`src/rtl/uart_rx_fifo_if.sv`:
```
// Bus bundle between the UART receive FIFO and its producer/consumer.
// The producer side drives the write/pop/clear strobes; the FIFO drives data and status.
interface uart_rx_fifo_if #(
  parameter int DBIT       = 8,
  parameter int ADDR_WIDTH = 4
);
  logic                  wr;
  logic [DBIT-1:0]       w_data;
  logic                  rd;
  logic                  clr_ovf;
  logic [DBIT-1:0]       r_data;
  logic                  empty;
  logic                  full;
  logic                  almost_full;
  logic                  overflow;
  logic [ADDR_WIDTH:0]   count;

  modport master (
    output wr, w_data, rd, clr_ovf,
    input  r_data, empty, full, almost_full, overflow, count
  );

  modport slave (
    input  wr, w_data, rd, clr_ovf,
    output r_data, empty, full, almost_full, overflow, count
  );
endinterface

```
`src/rtl/uart_rx_fifo.sv`:
```
// Circular receive FIFO behind the UART receiver: first-word-fall-through head,
// occupancy count, empty/full/almost-full flags and a sticky overflow flag.
module uart_rx_fifo #(
  parameter int DBIT       = 8,
  parameter int ADDR_WIDTH = 4,
  parameter int AF_LEVEL   = 12
) (
  input logic          clk,
  input logic          reset,
  uart_rx_fifo_if.slave bus
);

  localparam int DEPTH = 1 << ADDR_WIDTH;
  localparam logic [ADDR_WIDTH:0] DEPTH_C = {1'b1, {ADDR_WIDTH{1'b0}}};
  localparam logic [ADDR_WIDTH:0] AF_C    = (ADDR_WIDTH+1)'(AF_LEVEL);

  logic [DBIT-1:0]       mem_q [DEPTH];
  logic [ADDR_WIDTH-1:0] w_ptr_q, w_ptr_d;
  logic [ADDR_WIDTH-1:0] r_ptr_q, r_ptr_d;
  logic [ADDR_WIDTH:0]   count_q, count_d;
  logic                  ovf_q, ovf_d;

  logic empty_s, full_s;
  logic rd_eff, we;

  always_comb begin
    empty_s = (count_q == '0);
    full_s  = (count_q == DEPTH_C);
    rd_eff  = bus.rd & ~empty_s;
    // A pop on the same edge frees the slot, so writing while full is allowed then.
    we      = bus.wr & (~full_s | rd_eff);
  end

  always_comb begin
    w_ptr_d = w_ptr_q;
    r_ptr_d = r_ptr_q;
    count_d = count_q;
    ovf_d   = ovf_q;

    if (we)     w_ptr_d = w_ptr_q + 1'b1;
    if (rd_eff) r_ptr_d = r_ptr_q + 1'b1;

    case ({we, rd_eff})
      2'b10:   count_d = count_q + 1'b1;
      2'b01:   count_d = count_q - 1'b1;
      default: count_d = count_q;
    endcase

    // A newly dropped write takes priority over a clear request.
    if (bus.wr & full_s & ~bus.rd) begin
      ovf_d = 1'b1;
    end else if (bus.clr_ovf) begin
      ovf_d = 1'b0;
    end
  end

  always_ff @(posedge clk or posedge reset) begin
    if (reset) begin
      w_ptr_q <= '0;
      r_ptr_q <= '0;
      count_q <= '0;
      ovf_q   <= 1'b0;
    end else begin
      w_ptr_q <= w_ptr_d;
      r_ptr_q <= r_ptr_d;
      count_q <= count_d;
      ovf_q   <= ovf_d;
    end
  end

  // Storage is deliberately not reset; the head word is don't-care while empty.
  always_ff @(posedge clk) begin
    if (we) begin
      mem_q[w_ptr_q] <= bus.w_data;
    end
  end

  assign bus.r_data      = mem_q[r_ptr_q];
  assign bus.empty       = empty_s;
  assign bus.full        = full_s;
  assign bus.almost_full = (count_q >= AF_C);
  assign bus.overflow    = ovf_q;
  assign bus.count       = count_q;

endmodule

```
`src/flat_wrapper.sv`:
```
// flat-port wrapper written by rule: the top's interface ports become plain ports
module uart_rx_fifo_flat 
#(
  parameter int DBIT       = 8,
  parameter int ADDR_WIDTH = 4,
  parameter int AF_LEVEL   = 12
)
  (clk, reset, bus_wr, bus_w_data, bus_rd, bus_clr_ovf, bus_r_data, bus_empty, bus_full, bus_almost_full, bus_overflow, bus_count);
  uart_rx_fifo_if #(.DBIT(DBIT), .ADDR_WIDTH(ADDR_WIDTH)) bus_i ();
  input logic clk;
  input logic reset;
  input wire logic [$bits(bus_i.wr)-1:0] bus_wr;
  input wire logic [$bits(bus_i.w_data)-1:0] bus_w_data;
  input wire logic [$bits(bus_i.rd)-1:0] bus_rd;
  input wire logic [$bits(bus_i.clr_ovf)-1:0] bus_clr_ovf;
  output wire logic [$bits(bus_i.r_data)-1:0] bus_r_data;
  output wire logic [$bits(bus_i.empty)-1:0] bus_empty;
  output wire logic [$bits(bus_i.full)-1:0] bus_full;
  output wire logic [$bits(bus_i.almost_full)-1:0] bus_almost_full;
  output wire logic [$bits(bus_i.overflow)-1:0] bus_overflow;
  output wire logic [$bits(bus_i.count)-1:0] bus_count;
  assign bus_i.wr = bus_wr;
  assign bus_i.w_data = bus_w_data;
  assign bus_i.rd = bus_rd;
  assign bus_i.clr_ovf = bus_clr_ovf;
  assign bus_r_data = bus_i.r_data;
  assign bus_empty = bus_i.empty;
  assign bus_full = bus_i.full;
  assign bus_almost_full = bus_i.almost_full;
  assign bus_overflow = bus_i.overflow;
  assign bus_count = bus_i.count;
  uart_rx_fifo #(.DBIT(DBIT), .ADDR_WIDTH(ADDR_WIDTH), .AF_LEVEL(AF_LEVEL)) u_core (.clk(clk), .reset(reset), .bus(bus_i));
endmodule
```
`config.mk`:
```
export PLATFORM = sky130hd
export DESIGN_NAME = uart_rx_fifo_flat
export DESIGN_NICKNAME = d
export VERILOG_FILES = /design/src/rtl/uart_rx_fifo_if.sv /design/src/rtl/uart_rx_fifo.sv /design/src/flat_wrapper.sv
export SDC_FILE = /design/constraint.sdc
export NUM_CORES = 1
export LEC_CHECK = 0
export ABC_AREA = 1
export BUFFER_PORTS_ARGS = -buffer_cell sky130_fd_sc_hd__buf_2
export CAP_MARGIN = 10
export CORE_MARGIN = 4
export CORE_UTILIZATION = 28
export CTS_CLUSTER_SIZE = 24
export DETAILED_ROUTE_END_ITERATION = 7
export PLACE_DENSITY = 0.46
export RECOVER_POWER = 25
export SYNTH_ARGS = -nofsm -noshare
export SYNTH_HDL_FRONTEND = slang
export SYNTH_SLANG_ARGS = --single-unit
```
`constraint.sdc`:
```
create_clock -name clk -period 6.56 [get_ports clk]
set_clock_uncertainty 0.2 [all_clocks]
set_input_delay 0.328 -clock clk [delete_from_list [all_inputs] [get_ports clk]]
set_output_delay 0.328 -clock clk [all_outputs]
set_load 0.02 [all_outputs]
```
==> qor.csv, run 1 <==
metric;value;unit
ios;30;
synth_commonest_cells;238 x nand2_1, 128 x edfxtp_1, 68 x inv_1;
cts.path.max_buffers;2;
ys_warn_count;0;
pwr-share-clk;30.0;%
avgSynthCellArea;10.13;µm²
crit_required;6030;ps
status;complete, no violations;
crit_buf_inv;2;
routed_wl;15550;µm
die_h;159.6;µm
vias;4244;
synthTopCellsByArea;edfxtp_1 60%, nand2_1 14%, dfrtp_1 5.4%, nand3_1 4.0%, inv_1 4.0%;
post_cts_buffers;0;
setup_viol;0;
synthesis.nets;658;
rsz0062_at_grt;false;
yosysTopAreaCell;edfxtp_1;
grt_usage;12.58;%
comb_power_share;34.7;%
fin_crit_sh;45.14;%
cts_tree;done;
cp_top_family;buffers and inverters;
crit_start;u_core.r_ptr_q[0]$_DFFE_PP0P_;
critPathMostFrequentCell;nand2_1;
antenna_left;0;
cp-end-kind;primary output;
hold_violations;0;
netlist_area;6432;µm²
hold_buffers;3;
min_from;bus_rd;
drtPass1Iterations;5;
synth_edf_count;128;
wire_per_inst;15.94;µm
ys_seq_area_share;65.20;%
worstPathMaxFanout;50;
clock-sinks;142;
cts_htree_levels;4;
r2r-start;u_core.bus.count[0]$_DFFE_PP0P_;
slew_viol_final;0;
switchingPower;1288;µW
cp_slowest_stage_delay;660;ps
cts_buffers;17;
clock-root-buffer;clkbuf_16;
grt_pass1_vias;4328;
antenna_found_initial;0;
yosysMostFrequentCell;nand2_1;
critPathArrivalTime;2430;ps
routed_via_density;4.348;
overflow;0;
portBuffers;29;
async_reset_ff_share;9.859;%
startpoint_type;register;
start_util;28.41;%
crit_path_cell_trace;inv_2, nand2_1, nand3_2, nand2_1, nor2_1, nand2_1, nand2_1, buf_2;
period_needed;2961;ps
cpMaxStageDelayCell;inv_2;
grt_first_pass_wirelength;24530;µm
p_per_area;439.6;nW/µm²
fin_setup_tns;0;ps
final_nets;701;
first_iter_violations;296;
core;22640;µm²
max_freq;337.7;MHz
seqPwrFrac;35.3;%
ys_dominant_reg_cell;edfxtp_1;
fp.dieW;159.6;µm
worst_pin_slew;919.8;ps
max_slew_margin;38.59;%
path_clk_slew;60;ps
drive_above_1_share;14.04;%
syn_to_final_growth;17.29;%
cts.repair.resized;0;
netlist.area_leader.share;59.75;%
die_area;25460;µm²
peakVddDrop;0.1996;mV
switching_share;38.82;%
synth_cell_type_count;28;
maxCapViolCount;0;
n_antenna_cell;0;
worstSkewPairLatency;410;ps
critical_path_class;register to primary output;
rows;55;
leakage;0.003173;µW
fin_util;33.32;%
syn_inst;635;
hold_class;input port to register;
hpwl;9685;µm
gp_routability_congestion;0.7412;
ys_ff_latch;142;
grt_max_degree;83;
internal_power;2029;µW
drcViolationCount;0;
[stage by stage]
stage | worst slack [ps] | total power, µW | std cells | instance area, µm² | hold WS (ps)
floorplan | 4226 | 2015 | 635 | 6432 | 17.22
global placement | 3870 | 2351 | 941 | 6910 | 219.4
detailed placement | 3760 | 2362 | 941 | 6910 | 235.7
CTS | 3591 | 3368 | 976 | 7551 | 11.02
global route | 3435 | 3552 | 976 | 7545 | 25.73
finish | 3599 | 3317 | 976 | 7545 | 25.02
[per-layer routing]
layer / GRT usage, % / up-vias / wire, µm
met1: 16.16 / 1997 / 7154
met5: 0 / - / 0
met4: 3.708 / 0 / 265
li1: - / 2143 / -
met2: 20.63 / 88 / 7403
met3: 3.728 / 16 / 730
[cell type report]
cell class / count / area, µm²
Sequential cell: 142 / 4195
Inverter: 75 / 289.0
Clock inverter: 15 / 185.2
Fill cell: 2284 / 15100
Timing Repair Buffer: 48 / 289.0
Tap cell: 285 / 356.6
Multi-Input combinational cell: 394 / 1804
Clock buffer: 17 / 425.4
[worst paths after layout]
check / end / slack (ps) / cells after the start
max: bus_r_data[5] / 3600 / 8
max in group asynchronous: u_core.r_ptr_q[0]$_DFFE_PP0P_ / 5400 / 3
min reg2reg: u_core.bus.overflow$_DFFE_PP0P_ / 320 / 2
min in group asynchronous: u_core.bus.count[0]$_DFFE_PP0P_ / 330 / 3
max reg2reg: u_core.bus.count[4]$_DFFE_PP0P_ / 3770 / 11
min: u_core.bus.overflow$_DFFE_PP0P_ / 30 / 4
[layout by cell type, fill, tap and decap left out, drive strengths merged]
cell         instances
nand2              239
edfxtp             128
inv                 79
nand3               61
nor2                53
buf                 40
clkbuf              22
nor3                16
dfrtp               14
ha                   9
o21ai                7
clkinv               6
bufinv               3
dlygate4sd3          3
nand4                3
xnor2                2
xor2                 2
clkinvlp             2
o22ai                1
fa                   1
[power groups by stage]
stage / Clock [µW] / Combinational [µW] / Sequential [µW]
floorplan: 0 / 843 / 1170
global placement: 0 / 1170 / 1180
detailed placement: 0 / 1170 / 1190
CTS: 1020 / 1180 / 1170
global route: 1060 / 1310 / 1180
finish: 995 / 1150 / 1170
[worst register-to-register path: stages (launching register included)]
cell	delay (ps)
dfrtp_1	460
nor2_2	200
nand4_2	150
nand2_1	520
ha_1	410
ha_1	320
nand2_1	100
nand3_1	90
nand3_1	80
nand2_1	50
nand2_1	50
nand2_1	40
[cell families (layout without fill, tap and decap cells)]
kind of cell    after synthesis  after routing  share of synthesized area (%)
compound gates                8              8                         0.6419
fa+ha+maj                    10             10                          2.062
xor+xnor                      4              4                         0.5447
flops                       142            142                          65.20
buf+inv                      99            155                          6.905
simple gates                372            372                          24.65
[sequential cells by signal (all words and copies together) (netlist names)]
register,count
u_core.w_ptr_q,4
u_core.mem_q,128
u_core.bus.count,5
u_core.r_ptr_q,4
u_core.bus.overflow,1
No activity file was read; power rests on OpenSTA's default activity.
==> run 2: changes to the inputs <==
- clock period: 6.56 -> 2.8 ns (I/O delays scaled with it)
==> run 2 against run 1 <==
  * Sequential share of layout area fell by 1.3 points
  * Total power grew 140%
  * Largest cell class unchanged
  * Routed wire length is 2.1% lower
==> qor.csv, run 2 (synthesized netlist as in run 1, its figures left out) <==
metric;value;unit
die_area;25460;µm²
place_ws;323.5;ps
ios;30;
cts.repair.resized;0;
drive_above_1_share;13.74;%
rows;55;
critical_path_class;register to register;
startpoint_type;register;
routed_wl;15230;µm
final_nets;716;
final_common_cell;nand2_1;
max_slew_margin;43.65;%
path_clk_slew;60;ps
n_antenna_cell;0;
wire_per_inst;15.37;µm
portBuffers;29;
largest_register_ffs;128;
grt_max_degree;83;
max_freq;399.4;MHz
slew_viol_final;0;
grt_usage;12.44;%
rsz0062_at_grt;false;
setup_ws;296.3;ps
fin_crit_sh;89.42;%
routed_via_density;4.353;
hold_buffers;14;
core;22640;µm²
hold_class;input port to async pin;
stdcell_area;7732;µm²
grt_pass1_vias;4440;
setup_viol;0;
leakage;0.003267;µW
syn_to_final_growth;20.21;%
period_needed;2504;ps
cts_tree;done;
antenna_found_initial;0;
drtPass1Iterations;4;
status;complete, no violations;
fin_setup_tns;0;ps
cts_buffers;17;
dpl_cell_area;6955;µm²
cts.path.max_buffers;2;
worstSkewPairLatency;420;ps
hold_ws;107.3;ps
hold_violations;0;
worstPathMaxFanout;6;
clock-root-buffer;clkbuf_16;
worst_pin_slew;845.3;ps
antenna_left;0;
top_register;u_core.mem_q;
start_util;28.41;%
report.power.total;7976;µW
cts_htree_levels;4;
clock-sinks;142;
r2r_slack;300;ps
overflow;0;
fill_cells;2276;
gp_routability_congestion;0.7812;
peakVddDrop;0.4709;mV
first_iter_violations;328;
maxCapViolCount;0;
vias;4314;
p_per_area;1032;nW/µm²
grt_first_pass_wirelength;24260;µm
critPathArrivalTime;2610;ps
crit_required;2910;ps
fp.dieW;159.6;µm
most-common-layout-cells;238 x nand2_1, 128 x edfxtp_1, 68 x inv_1, 51 x nand3_1, 48 x nor2_1;
cp-end-kind;register;
drcViolationCount;0;
die_h;159.6;µm
post_cts_buffers;0;
hpwl;9654;µm
==> run 2: changes by cell type in the layout (fill, tap and decap cells not counted), moves of 2 or more <==
cell           previous run  this run
nor3_2                    2         0
clkbuf_1                  5         8
buf_12                    0         2
bufinv_16                 3         5
clkinvlp_4                2         0
nor3_1                   14        16
buf_4                    16        18
dlygate4sd3_1             3        14
==> run 2: area by class of cell <==
| class | count | area [µm²] | share of cell area (%) |
|---|---|---|---|
| flip-flops and latches | 142 | 4195 | 54.26 |
| multi-input cells | 394 | 1794 | 23.20 |
| repair buffers | 63 | 452.9 | 5.858 |
| clock buffers | 19 | 432.9 | 5.599 |
| well taps | 285 | 356.6 | 4.612 |
| inverters | 75 | 289.0 | 3.738 |
| clock inverters | 13 | 211.5 | 2.735 |
==> run 2: final timing paths <==
check	start	depth (start not counted)	to
min reg2reg	u_core.w_ptr_q[3]$_DFFE_PP0P_	2	u_core.w_ptr_q[3]$_DFFE_PP0P_
max	u_core.bus.count[0]$_DFFE_PP0P_	12	u_core.bus.count[4]$_DFFE_PP0P_
max reg2reg	u_core.bus.count[0]$_DFFE_PP0P_	12	u_core.bus.count[4]$_DFFE_PP0P_
min	reset	3	u_core.bus.overflow$_DFFE_PP0P_
max in group asynchronous	reset	3	u_core.r_ptr_q[0]$_DFFE_PP0P_
min in group clk	bus_wr	4	u_core.w_ptr_q[2]$_DFFE_PP0P_
==> run 2: per-stage QoR <==
stage | std cells | utilization [%]
after global routing | 991 | 34.15
final | 991 | 34.15
after floorplan | 635 | -
after detailed placement | 945 | 30.72
after global placement | 945 | 30.72
after CTS | 991 | 34.19
==> run 2: worst max-delay path, stage by stage, from the launching register on <==
cell     delay (ps)
dfrtp_1         440
nor2_2          190
nand3_1         110
nand2_1         180
inv_2            90
ha_1            280
fa_1            420
nand2_1         110
nand3_1         120
nand3_1          90
nand2_1          50
nand2_1          50
nand2_1          50
==> run 2: metal layers <==
metal / vias up / wire length, µm / track usage (%)
met2: 59 / 7673 / 21.52
met5: - / 0 / 0
li1: 2168 / - / -
met4: 0 / 100 / 2.722
met1: 2078 / 6948 / 15.58
met3: 9 / 505 / 3.469
==> run 2: power by group <==
group	internal [µW]	switching, µW	leakage, µW	total (µW)
Sequential	2550	210	0.00133	2760
Combinational	849	1920	0.00162	2770
Clock	1590	862	0.000314	2450
Total	4980	2990	0.00327	7980
==> run 3: changes to the inputs <==
- PLACE_DENSITY: 0.46 -> default
- PLACE_DENSITY_LB_ADDON: default -> 0.1
==> run 3 against run 2 <==
  * Core utilization about the same
  * First-iteration DRC count down 22%
  * Sequential share of layout area up 0.062 points
  * Worst setup slack better by 63 ps
  * Global-route usage up 0.50 points
  * Critical path depth unchanged
  * Clock power down 4%
  * Largest power group unchanged
  * Worst hold slack better by 11 ps
  * Die area unchanged
  * Combinational power up 2%
  * Register-to-register slack better by 60 ps
==> qor.csv, run 3 (synthesized netlist as in run 1, its figures left out) <==
metric;value;unit
status;complete, no violations;
grt_max_degree;83;
cts_buffers;17;
post_cts_buffers;0;
final_nets;718;
cts.repair.resized;0;
fin_util;34.11;%
startpoint_type;register;
routed_via_density;4.354;
largest_register_ffs;128;
p_per_area;1023;nW/µm²
stdcell_area;7724;µm²
n_antenna_cell;0;
most-common-layout-cells;238 x nand2_1, 128 x edfxtp_1, 68 x inv_1, 51 x nand3_1, 48 x nor2_1;
hold_class;input port to async pin;
antenna_found_initial;0;
setup_viol;0;
antenna_left;0;
start_util;28.41;%
max_slew_margin;44.30;%
slew_viol_final;0;
die_area;25460;µm²
ios;30;
worstPathMaxFanout;6;
dpl_cell_area;6970;µm²
wire_per_inst;16.03;µm
critPathMostFrequentCell;nand2_1;
crit_path_cell_trace;nor2_2, nand3_1, nand2_1, inv_2, ha_1, fa_1, nand2_1, nand3_1, nand3_1, nand2_1, nand2_1, nand2_1;
cpMaxStageDelayCell;dfrtp_1;
drtPass1Iterations;4;
first_iter_violations;257;
cts.path.max_buffers;2;
fin_setup_tns;0;ps
fp.dieW;159.6;µm
overflow;0;
routed_wl;15920;µm
die_h;159.6;µm
met2WireLength;7674;µm
fin_crit_sh;87.15;%
crit_required;2910;ps
cts_htree_levels;4;
core;22640;µm²
maxCapViolCount;0;
cp_top_family;simple AND/OR/NAND/NOR gates;
hold_buffers;14;
clock-sinks;142;
final_common_cell;nand2_1;
grt_pass1_vias;4231;
cp_slowest_stage_delay;460;ps
hpwl;10240;µm
cts_tree;done;
critPathArrivalTime;2550;ps
grt_first_pass_wirelength;24960;µm
rows;55;
critical_path_class;register to register;
gp_routability_congestion;0.7905;
cp-end-kind;register;
vias;4324;
leakage;0.003272;µW
path_clk_slew;60;ps
drive_above_1_share;14.41;%
syn_to_final_growth;20.07;%
period_needed;2440;ps
stdcell_count;993;
top_layer;met4;
clock-root-buffer;clkbuf_16;
hold_violations;0;
rsz0062_at_grt;false;
dp.cells;947;
top_register;u_core.mem_q;
drcViolationCount;0;
max_freq;409.8;MHz
grt_usage;12.94;%
crit_buf_inv;1;
peakVddDrop;0.4402;mV
portBuffers;29;
dr_wl_met3;679;µm
worstSkewPairLatency;420;ps
worst_pin_slew;835.5;ps
wl_met1;7423;µm
==> run 3: cell count changes in the layout (fill, tap and decap cells not counted) <==
cell        change
buf_2           +1
buf_4           +2
bufinv_16       -2
clkbuf_1        -2
clkbuf_8        +4
clkinv_1        -1
clkinv_2        +3
clkinv_4        -2
clkinvlp_4      +1
inv_6           -2
==> run 3: where the power goes <==
part / switching [µW] / internal, µW
combinational: 1950 / 869
sequential: 179 / 2550
clock: 861 / 1490
==> run 3: layout make-up <==
type                            instances  area [µm²]
Timing Repair Buffer                   65       469.2
Sequential cell                       142        4195
Clock buffer                           22       484.2
Multi-Input combinational cell        394        1794
Inverter                               75       289.0
Tap cell                              285       356.6
Fill cell                            2254       14920
Clock inverter                         10       135.1
==> run 3: final timing paths <==
check                                                      from  cells past startpoint                               to  slack [ps]
worst max-delay path            u_core.bus.count[0]$_DFFE_PP0P_                     12  u_core.bus.count[4]$_DFFE_PP0P_         360
worst min-delay path                                      reset                      3  u_core.bus.count[1]$_DFFE_PP0P_         120
worst max register to register  u_core.bus.count[0]$_DFFE_PP0P_                     12  u_core.bus.count[4]$_DFFE_PP0P_         360
worst min register to register    u_core.w_ptr_q[3]$_DFFE_PP0P_                      2    u_core.w_ptr_q[3]$_DFFE_PP0P_         370
max in group asynchronous                                 reset                      3    u_core.r_ptr_q[0]$_DFFE_PP0P_        1860
min in group clk                                         bus_wr                      4    u_core.w_ptr_q[1]$_DFFE_PP0P_         370
==> run 3: metal layers <==
metal | GRT usage [%] | up-vias
met5 | 0 | -
met2 | 21.40 | 79
met1 | 16.95 | 2066
li1 | - | 2171
met4 | 3.905 | 0
met3 | 3.029 | 8
==> run 3: stage by stage <==
stage               total power, µW  worst slack, ps  hold slack (ps)
global route                   8448            126.1            194.0
detailed placement             5637            359.3            47.47
finish                         7900            359.7            118.1
global placement               5625            412.3            33.46
floorplan                      4720            465.9           -170.8
CTS                            8027            328.8            135.0
==> run 3: tightest hold or removal path: stages <==
cell and delay (ps):
dlygate4sd3_1 530, buf_2 110, inv_1 420
